--- config.mk ---
export PLATFORM = sky130hd
export DESIGN_NAME = text_addr_gen
export DESIGN_NICKNAME = d
export VERILOG_FILES = /design/src/rtl/text_addr_gen_pkg.sv /design/src/rtl/vid_delay_line.sv /design/src/rtl/text_addr_gen.sv
export SDC_FILE = /design/constraint.sdc
export NUM_CORES = 1
export LEC_CHECK = 0
export ABC_CLOCK_PERIOD_IN_PS = 5300
export CAP_MARGIN = 20
export CORE_ASPECT_RATIO = 0.75
export CORE_MARGIN = 8
export CORE_UTILIZATION = 30
export CTS_BUF_LIST = sky130_fd_sc_hd__clkbuf_4
export DETAILED_ROUTE_END_ITERATION = 8
export GPL_ROUTABILITY_DRIVEN = 0
export HOLD_SLACK_MARGIN = 0.15
export SLEW_MARGIN = 25
export SYNTH_ARGS = -nofsm -noshare
export SYNTH_HDL_FRONTEND = slang
export SYNTH_HIERARCHICAL = 1
export SYNTH_SLANG_ARGS = --single-unit
--- constraint.sdc ---
create_clock -name pclk -period 5.3 [get_ports pclk]
set_input_delay 1.325 -clock pclk [delete_from_list [all_inputs] [get_ports pclk]]
set_output_delay 1.325 -clock pclk [all_outputs]
set_load 0.02 [all_outputs]
--- src/rtl/text_addr_gen_pkg.sv ---
// text_addr_gen_pkg: shared geometry defaults and FSM encoding for the text address generator
package text_addr_gen_pkg;
   localparam int CHAR_W_DEF = 8;
   localparam int CHAR_H_DEF = 16;
   localparam int COLS_DEF   = 80;
   localparam int ADDR_W_DEF = 13;
   typedef enum logic [1:0] {
      WAIT_VBL = 2'd0,
      ARMED    = 2'd1,
      ACTIVE   = 2'd2
   } state_t;
endpackage

--- src/rtl/vid_delay_line.sv ---
// vid_delay_line: DEPTH x WIDTH shift register advanced on en
module vid_delay_line #(
   parameter int DEPTH = 1,
   parameter int WIDTH = 4
) (
   input  logic             clk,
   input  logic             rst,
   input  logic             en,
   input  logic [WIDTH-1:0] d,
   output logic [WIDTH-1:0] q
);
   logic [WIDTH-1:0] sr [DEPTH];
   always_ff @(posedge clk) begin
      if (rst) begin
         for (int i = 0; i < DEPTH; i++) sr[i] <= '0;
      end else if (en) begin
         sr[0] <= d;
         for (int i = 1; i < DEPTH; i++) sr[i] <= sr[i-1];
      end
   end
   assign q = sr[DEPTH-1];
endmodule

--- src/rtl/text_addr_gen.sv ---
// text_addr_gen: text-mode char address / font row / pixel column generator with re-timed sync outputs
module text_addr_gen
   import text_addr_gen_pkg::*;
#(
   parameter int PIX_CLK_DIVIDED = 4,
   parameter int SAMPLE_PHASE    = 1,
   parameter int CHAR_W          = CHAR_W_DEF,
   parameter int CHAR_H          = CHAR_H_DEF,
   parameter int COLS            = COLS_DEF,
   parameter int BASE_ADDR       = 0,
   parameter int ADDR_W          = ADDR_W_DEF,
   parameter int SYNC_DELAY      = 2
) (
   input  logic                      pclk,
   input  logic                      reset,
   input  logic [3:0]                pc_ena,
   input  logic                      hde,
   input  logic                      vde,
   input  logic                      hsync,
   input  logic                      vsync,
   output logic                      pix_valid,
   output logic [ADDR_W-1:0]         char_addr,
   output logic [$clog2(CHAR_H)-1:0] font_row,
   output logic [$clog2(CHAR_W)-1:0] pix_col,
   output logic                      frame_start,
   output logic                      hde_o,
   output logic                      vde_o,
   output logic                      hsync_o,
   output logic                      vsync_o
);
   localparam int PW = $clog2(CHAR_W);
   localparam int RW = $clog2(CHAR_H);
   localparam int CW = $clog2(COLS);
   localparam logic [3:0] PHASE = 4'(SAMPLE_PHASE > PIX_CLK_DIVIDED ? PIX_CLK_DIVIDED : SAMPLE_PHASE);

   state_t            st, st_n;
   logic              s_ok, s_hde, s_vde, s_hs, s_vs, hde_q;
   logic [PW-1:0]     px;
   logic [CW-1:0]     col;
   logic [RW-1:0]     row;
   logic [ADDR_W-1:0] row_base;
   logic              strobe, enter, vis, eol;

   assign strobe = pc_ena == PHASE;

   // Inputs are captured on one strobe and acted on at the next, giving the one-strobe output latency.
   always_comb begin
      st_n  = !s_ok ? st : !s_vde ? ARMED : st == ARMED ? ACTIVE : st;
      enter = s_ok && s_vde && st == ARMED;
      vis   = s_ok && s_vde && s_hde && st != WAIT_VBL;
      eol   = s_ok && s_vde && !s_hde && hde_q && st == ACTIVE;
   end

   always_ff @(posedge pclk) begin
      if (reset) begin
         st          <= WAIT_VBL;
         {s_ok, s_hde, s_vde, s_hs, s_vs, hde_q} <= '0;
         px          <= '0;
         col         <= '0;
         row         <= '0;
         row_base    <= ADDR_W'(BASE_ADDR);
         pix_valid   <= 1'b0;
         char_addr   <= '0;
         font_row    <= '0;
         pix_col     <= '0;
         frame_start <= 1'b0;
      end else begin
         frame_start <= strobe && enter && s_hde;
         if (strobe) begin
            {s_ok, s_hde, s_vde, s_hs, s_vs} <= {1'b1, hde, vde, hsync, vsync};
            st        <= st_n;
            hde_q     <= s_hde && s_vde;
            pix_valid <= vis;
            if (vis) begin
               char_addr <= row_base + ADDR_W'(col);
               font_row  <= row;
               pix_col   <= px;
            end
            if (!s_vde || st == WAIT_VBL) begin
               px       <= '0;
               col      <= '0;
               row      <= '0;
               row_base <= ADDR_W'(BASE_ADDR);
            end else if (vis) begin
               px <= px + PW'(1);
               // col saturates so an over-long line repeats its last cell instead of spilling into the next row
               if (px == PW'(CHAR_W - 1) && col != CW'(COLS - 1)) col <= col + CW'(1);
            end else if (eol) begin
               px  <= '0;
               col <= '0;
               row <= row + RW'(1);
               if (row == RW'(CHAR_H - 1)) row_base <= row_base + ADDR_W'(COLS);
            end
         end
      end
   end

   vid_delay_line #(.DEPTH(SYNC_DELAY + 1), .WIDTH(4)) u_dly (
      .clk (pclk),
      .rst (reset),
      .en  (strobe),
      .d   ({s_hde, s_vde, s_hs, s_vs}),
      .q   ({hde_o, vde_o, hsync_o, vsync_o})
   );
endmodule

==> results of run 1 <==
==> worst min-delay path: cells and delay by family (launching register included) <==
family	cells	cell delay [ps]
flip-flops	1	330
AND/OR/NAND/NOR	1	50
AO/OA/AOI/OAI	1	50
==> how the worst max path moves through the flow <==
stage	from	end	slack, ps	depth (start not counted)
after floorplan	pc_ena[1]	u_dly/sr[0][0]$_SDFFCE_PN0P_	2350	5
after global placement	pc_ena[3]	px[1]$_SDFFE_PP0P_	1470	5
after detailed placement	pc_ena[3]	char_addr[9]$_SDFFE_PP0P_	1370	5
after CTS	pc_ena[3]	char_addr[9]$_SDFFE_PP0P_	1810	5
after global routing	pc_ena[3]	col[0]$_SDFFE_PP0P_	1710	6
final	pc_ena[3]	row_base[8]$_SDFFE_PP0P_	1830	6
==> cell families after synthesis <==
kind of cell | synth area share
and+or+nand+nor | 0.2226
AOI/OAI and AO/OA | 0.1780
DFF | 0.4725
buffers and inverters | 0.05824
xor gates and xnor gates | 0.03203
adders and majority gates | 0.03328
muxes | 0.003328
==> metal layers <==
layer  GRT usage  vias up  wire length, um
met3     0.04187        6              462
met2      0.1333       65             2549
met5           0        -                0
met1      0.1483     1104             3617
met4     0.03166        0               68
li1            -     1222                -
==> Yosys cell counts (3+ instances only) <==
cell type,n,area share
sky130_fd_sc_hd__edfxtp_1,12,0.12
sky130_fd_sc_hd__a31oi_1,3,0.0062
sky130_fd_sc_hd__o21ai_1,8,0.013
sky130_fd_sc_hd__xnor2_1,7,0.020
sky130_fd_sc_hd__xor2_1,4,0.012
sky130_fd_sc_hd__buf_4,6,0.015
sky130_fd_sc_hd__a211oi_1,8,0.020
sky130_fd_sc_hd__o32ai_1,5,0.015
sky130_fd_sc_hd__and3b_1,10,0.029
sky130_fd_sc_hd__or4_1,4,0.010
sky130_fd_sc_hd__buf_2,4,0.0067
sky130_fd_sc_hd__nor3_1,4,0.0067
sky130_fd_sc_hd__ha_1,8,0.033
sky130_fd_sc_hd__or3_1,6,0.012
sky130_fd_sc_hd__a21oi_1,34,0.057
sky130_fd_sc_hd__nor3b_1,3,0.0075
sky130_fd_sc_hd__o21ai_0,7,0.012
sky130_fd_sc_hd__nand4_1,4,0.0083
sky130_fd_sc_hd__o211ai_1,4,0.010
sky130_fd_sc_hd__clkbuf_1,13,0.016
sky130_fd_sc_hd__dfxtp_1,53,0.35
sky130_fd_sc_hd__nor2_1,22,0.027
sky130_fd_sc_hd__inv_1,5,0.0062
sky130_fd_sc_hd__nand3_1,7,0.012
sky130_fd_sc_hd__nand2_1,46,0.057
sky130_fd_sc_hd__and3_1,4,0.0083
==> cell type report <==
class	instances	area (um^2)	area share
sequential	65	1421	0.3923
multi-input combinational	230	1416	0.3909
timing repair buffer	36	352.8	0.09738
clock inverter	7	165.2	0.04558
tap	132	165.2	0.04558
clock buffer	9	67.56	0.01865
inverter	6	35.03	0.009668
==> flip-flops by register name, indices dropped and copies added, names as in the netlist <==
signal / count
st: 2
pix_valid: 1
s_ok: 1
pix_col: 3
px: 3
char_addr: 13
col: 7
row: 4
hde_q: 1
s_vde: 1
s_vs: 1
s_hde: 1
u_dly/sr: 12
s_hs: 1
font_row: 4
frame_start: 1
row_base: 9
==> report_power, final <==
part	total [mW]	switching [mW]	internal (mW)
Clock	0.522	0.187	0.335
Sequential	0.510	0.00246	0.508
Combinational	0.0315	0.0193	0.0121
Total	1.06	0.209	0.855
==> metrics by stage <==
| step | hold WS (ps) | power [mW] | cells | utilization | cell area, um^2 |
|---|---|---|---|---|---|
| after CTS | 463.2 | 1.074 | 485 | 0.3732 | 3618 |
| after detailed placement | 445.8 | 0.5532 | 469 | 0.3492 | 3386 |
| final | 460.4 | 1.064 | 485 | 0.3737 | 3623 |
| after global routing | 477.5 | 1.103 | 485 | 0.3737 | 3623 |
| after global placement | 441.8 | 0.5529 | 469 | 0.3492 | 3386 |
| after floorplan | 432.0 | 0.5414 | 327 | - | 3008 |
==> out/results.ini, run 1 <==
[detailed_routing]
dr.pass1.iters = 4
num_vias = 2397
drtAntennaViolNets = 0
routed_wirelength_mm = 6.697
wl_per_cell_um = 13.81
drt-vias-per-instance = 4.942
remaining_drc_errors = 0
drt_iter0_markers = 177

[sta]
layout_min_cycle_time_ps = 3474
max_slew.worst_pin.slew_ps = 902.9
timing.max_slew.rel_slack = 0.3940
fmax_mhz = 287.8
finalWorstSetupSlack_ps = 1826
hold_violations = 0
clock-skew-final_ps = 16.14
timing.final.max_slew_violations = 0
fin_tns_setup_ps = 0
period_share = 0.6555
rsz0062_at_grt = no
finalSetupViolCount = 0

[clock_tree]
cts.hold.buffers_added = 0
cts_buffers = 9
cts-root-buf = sky130_fd_sc_hd__clkbuf_4
post_cts.resized_instances = 0
cts.sinks = 65
cts_max_level = 3
tritoncts = built
clock_tree.buffer_depth = 2
clk-insertion-delay-late_ps = 410
cts_setup_buffers = 0
clk_transition_reported_paths_ps = 110

[worst_hold_path]
min_path_cells = 2
capture_endpoint_of_the_worst_hold_path = s_hs$_SDFFE_PP0N_
hold_start = s_hs$_SDFFE_PP0N_
min-delay-path-class = reg -> reg

[synth]
synth.distinct_cells = 52
synthCells = 327
synth.yosys.warnings = 6
ys.flop_type = sky130_fd_sc_hd__dfxtp_1
syn_area_um2 = 3008
asyncSetResetFlopFracSynth = 0
mappedNetlistNets = 345
synth.yosys.seq_area_share = 0.4725
syn-mean-instance-area_um2 = 9.198
synth-edff-count = 12
ys_seq_elements = 65

[setup_path]
timing_worst_setup_path_type = in -> reg
critical_path.top_delay_family = simple AND/OR/NAND/NOR gates
critPathBufInv = 2
cp_max_fo = 31
timing.critical_path.to_type = register
worst_ep_required_time_ps = 5640
kind_of_start_point_of_the_critical_path = input pin
worst-r2r-cell-count = 4
slowest_delay_ps = 840
timing.critical_path.cells = clkdlybuf4s50_1, or4b_1, clkinv_8, o21ai_1, or3_1, a21oi_1
timing.critical_path.slowest_stage_cell = sky130_fd_sc_hd__or4b_1
critical_path.reg2reg.startpoint = s_vde$_SDFFE_PP0N_
rrSetupSlack_ps = 3080
critical_path_arrival_ps = 3810
rr_endpoint = row_base[7]$_SDFFE_PP0P_

[final_layout]
flow.area_growth_from_synthesis_pct = 20.47
top_library_cells_by_usage_in_the_layout_fill_and_taps_aside = sky130_fd_sc_hd__dfxtp_1, sky130_fd_sc_hd__nand2_1, sky130_fd_sc_hd__a21oi_1, sky130_fd_sc_hd__clkdlybuf4s50_1, sky130_fd_sc_hd__nor2_1
antenna_cells = 0
final_common_cell = sky130_fd_sc_hd__dfxtp_1
fill_cells = 1017
nNetsFinal = 366
ratio_of_cells_with_drive_above_1_in_the_final_layout = 0.07649

[global_routing]
global_route_wire_length_before_repair_mm = 11.31
grt_max_degree = 36
number_of_antenna_violations_at_the_first_check_in_global_routing = 0
grt_overflow = 0
grt_usage = 0.1028
first_global_vias = 2195

[power]
power_density_nw_per_um2 = 293.5
power.static_leakage_nw = 1.267
worst_ir_drop_vdd_v = 0.0001316

[run_status]
outcome = complete, no violations

[floorplanning]
core-area_um2 = 9697
die_y_um = 102.7
design.die.area_um2 = 13520
boundaryPins = 36
die_width_um = 131.6
initial_standard_cell_utilization_of_the_core = 0.3102
placementRows = 31

[flow_run]
max_cap_viol_count = 0

[placement]
dp_slack_ps = 1367
total_half_perimeter_wirelength_after_legalization_and_detailed_placement_mm = 4.729
place.port_buffers = 35

Power figures use the tool's default switching activity.
==> inputs of run 2 (changes only) <==
--- a/config.mk
+++ b/config.mk
@@ -5,7 +5,7 @@
 export SDC_FILE = /design/constraint.sdc
 export NUM_CORES = 1
 export LEC_CHECK = 0
-export ABC_CLOCK_PERIOD_IN_PS = 5300
+export ABC_CLOCK_PERIOD_IN_PS = 2800
 export CAP_MARGIN = 20
 export CORE_ASPECT_RATIO = 0.75
 export CORE_MARGIN = 8
==> constraint.sdc (replaced) <==
create_clock -name pclk -period 2.8 [get_ports pclk]
set_input_delay 0.7 -clock pclk [delete_from_list [all_inputs] [get_ports pclk]]
set_output_delay 0.7 -clock pclk [all_outputs]
set_load 0.02 [all_outputs]
==> out/results.ini, run 2 (same netlist as run 1, synthesis figures left out) <==
[setup_path]
timing.critical_path.cells = clkdlybuf4s50_1, or4b_1, buf_4, nor2_2, buf_12, nor2_1, a211oi_1
critical_path.reg2reg.startpoint = col[5]$_SDFFE_PP0P_
crit_path_capture = char_addr[8]$_SDFFE_PP0P_
kind_of_start_point_of_the_critical_path = input pin
timing_worst_setup_path_type = in -> reg
rr_endpoint = char_addr[7]$_SDFFE_PP0P_
critPathLaunch = pc_ena[1]
critical_path_depth = 7  ; +1
timing.critical_path.to_type = register
worst_ep_required_time_ps = 3130  ; -2510 ps
critPathBufInv = 3  ; +1
critical_path.top_delay_family = simple AND/OR/NAND/NOR gates
rrSetupSlack_ps = 770  ; -2310 ps
worst-r2r-cell-count = 5  ; +1
slowest_delay_ps = 660  ; -180 ps
timing.critical_path.slowest_stage_cell = sky130_fd_sc_hd__or4b_1
critical_path_arrival_ps = 2620  ; -1190 ps
cp_max_fo = 18  ; -42%

[flow_run]
max_cap_viol_count = 0  ; unchanged

[clock_tree]
cts.hold.buffers_added = 0  ; unchanged
tritoncts = built
cts-root-buf = sky130_fd_sc_hd__clkbuf_4
clk-insertion-delay-late_ps = 410  ; about the same
cts.sinks = 65  ; unchanged
cts_setup_buffers = 0  ; unchanged
cts_buffers = 9  ; unchanged
post_cts.resized_instances = 0  ; unchanged
clk_transition_reported_paths_ps = 100  ; about the same
cts_max_level = 3  ; unchanged
clock_tree.buffer_depth = 2  ; unchanged

[detailed_routing]
drt_iter0_markers = 195  ; +10%
remaining_drc_errors = 0  ; unchanged
routed_wirelength_mm = 6.856  ; +2.4%
drtAntennaViolNets = 0  ; unchanged
num_vias = 2446  ; +2.0%
drt-vias-per-instance = 4.941  ; about the same
dr.pass1.iters = 4  ; unchanged
wl_per_cell_um = 13.85  ; +0.31%

[sta]
finalSetupViolCount = 0  ; unchanged
max_slew.worst_pin.slew_ps = 785.5  ; -117.4 ps
rsz0062_at_grt = no
period_share = 0.8180
hold_violations = 0  ; unchanged
layout_min_cycle_time_ps = 2290
timing.max_slew.rel_slack = 0.4763  ; +0.08232
fmax_mhz = 436.6
fin_tns_setup_ps = 0  ; unchanged
clock-skew-final_ps = 15.56  ; -0.5848 ps
timing.final.max_slew_violations = 0  ; unchanged

[global_routing]
grt_max_degree = 47  ; +31%
global_route_wire_length_before_repair_mm = 11.70  ; +3.5%
grt_overflow = 0  ; unchanged
grt_usage = 0.1066  ; +0.003804
first_global_vias = 2323  ; +5.8%
number_of_antenna_violations_at_the_first_check_in_global_routing = 0  ; unchanged

[floorplanning]
initial_standard_cell_utilization_of_the_core = 0.3102  ; unchanged
boundaryPins = 36  ; unchanged
placementRows = 31  ; unchanged
die_y_um = 102.7  ; unchanged
die_width_um = 131.6  ; unchanged
core-area_um2 = 9697  ; unchanged
design.die.area_um2 = 13520  ; unchanged

[placement]
place.port_buffers = 35  ; unchanged
total_half_perimeter_wirelength_after_legalization_and_detailed_placement_mm = 4.803  ; +1.6%

[power]
power.static_leakage_nw = 1.277  ; +0.77%
worst_ir_drop_vdd_v = 0.0001706  ; +30%
combPwrFrac = 0.042  ; +0.012
power_density_nw_per_um2 = 448.9  ; +53%
power_switching_share = 0.2241  ; +0.02774
p_int_mw = 1.259  ; +47%
share_seq_of_total_power = 0.595  ; +0.115
power.share.clock = 0.363  ; -0.128
netSwitchingPower_uw = 363.8  ; +74%

[final_layout]
top_register = char_addr
top_library_cells_by_usage_in_the_layout_fill_and_taps_aside = sky130_fd_sc_hd__dfxtp_1, sky130_fd_sc_hd__nand2_1, sky130_fd_sc_hd__a21oi_1, sky130_fd_sc_hd__clkdlybuf4s50_1, sky130_fd_sc_hd__nor2_1
sequential_area_um2 = 1421  ; unchanged
ratio_of_cells_with_drive_above_1_in_the_final_layout = 0.09642  ; +0.01993
nNetsFinal = 377  ; +3.0%
multi_input_area_um2 = 1411  ; -0.35%
flow.area_growth_from_synthesis_pct = 20.22
final_common_cell = sky130_fd_sc_hd__dfxtp_1
postLayoutCoreUtil = 0.3729  ; -0.0007740
antenna_cells = 0  ; unchanged
fill_cells = 1001  ; -1.6%
reg.largest.list = char_addr: 13 flops, u_dly/sr: 12 flops, row_base: 9 flops
number_of_flip_flops_in_the_largest_register = 13  ; unchanged

[run_status]
outcome = complete, no violations

[worst_hold_path]
min-delay-path-class = reg -> reg
hold_start = char_addr[1]$_SDFFE_PP0P_

-- run 2: changes by cell type in the layout (fill, tap and decap cells not counted), sizes merged --
cell    delta
clkbuf     +1
buf       +11
inv        -1
clkinv     +3
bufinv     -4
-- run 2: per-layer routing --
layer  wire [um]  GRT usage  share of wire  up-vias
met5           0          0              0        -
li1            -          -              -     1255
met3         468    0.04236          0.068        2
met1        3644     0.1473           0.53     1121
met2        2700     0.1435           0.39       68
met4          44    0.04310         0.0064        0
-- run 2: per-stage QoR --
| stage | power (mW) | instances | hold slack [ps] | setup WS (ps) | area, um^2 |
|---|---|---|---|---|---|
| final | 1.623 | 495 | 458.5 | 509.7 | 3616 |
| after global placement | 1.055 | 480 | 440.1 | 108.0 | 3493 |
| after CTS | 1.654 | 495 | 457.7 | 528.5 | 3616 |
| after detailed placement | 1.056 | 480 | 443.9 | 74.14 | 3493 |
| after global routing | 1.690 | 495 | 477.0 | 392.6 | 3616 |
| after floorplan | 1.025 | 327 | 432.0 | 471.3 | 3008 |
-- run 2: power by group through the flow --
stage | registers, mW | logic [mW] | clock network [mW]
2_1_floorplan | 0.985 | 0.0399 | 0
3_3_place_gp | 0.986 | 0.0687 | 0
3_5_place_dp | 0.987 | 0.0689 | 0
4_1_cts | 0.965 | 0.0692 | 0.619
5_1_grt | 0.967 | 0.0745 | 0.648
6_report | 0.965 | 0.0686 | 0.589
-- run 2: area by class of cell --
cell class / count / area share
Timing Repair Buffer: 47 / 0.1273
Inverter: 6 / 0.009689
Clock inverter: 5 / 0.01315
Tap cell: 132 / 0.04567
Sequential cell: 65 / 0.3931
Clock buffer: 10 / 0.02076
Multi-Input combinational cell: 230 / 0.3903
-- run 2: worst min-delay path by stage --
stage	endpoint	cells after the start
2_1_floorplan	hde_q$_SDFFE_PP0N_	2
3_3_place_gp	hde_q$_SDFFE_PP0N_	2
3_5_place_dp	s_hs$_SDFFE_PP0N_	2
4_1_cts	s_hs$_SDFFE_PP0N_	2
5_1_grt	char_addr[4]$_SDFFE_PP0P_	2
6_report	char_addr[1]$_SDFFE_PP0P_	2
-- run 2: tightest hold or removal path: cells and delay by family (launching register included) --
kind | cells | cell delay (ps)
compound gates | 1 | 50
flops | 1 | 320
simple gates | 1 | 50
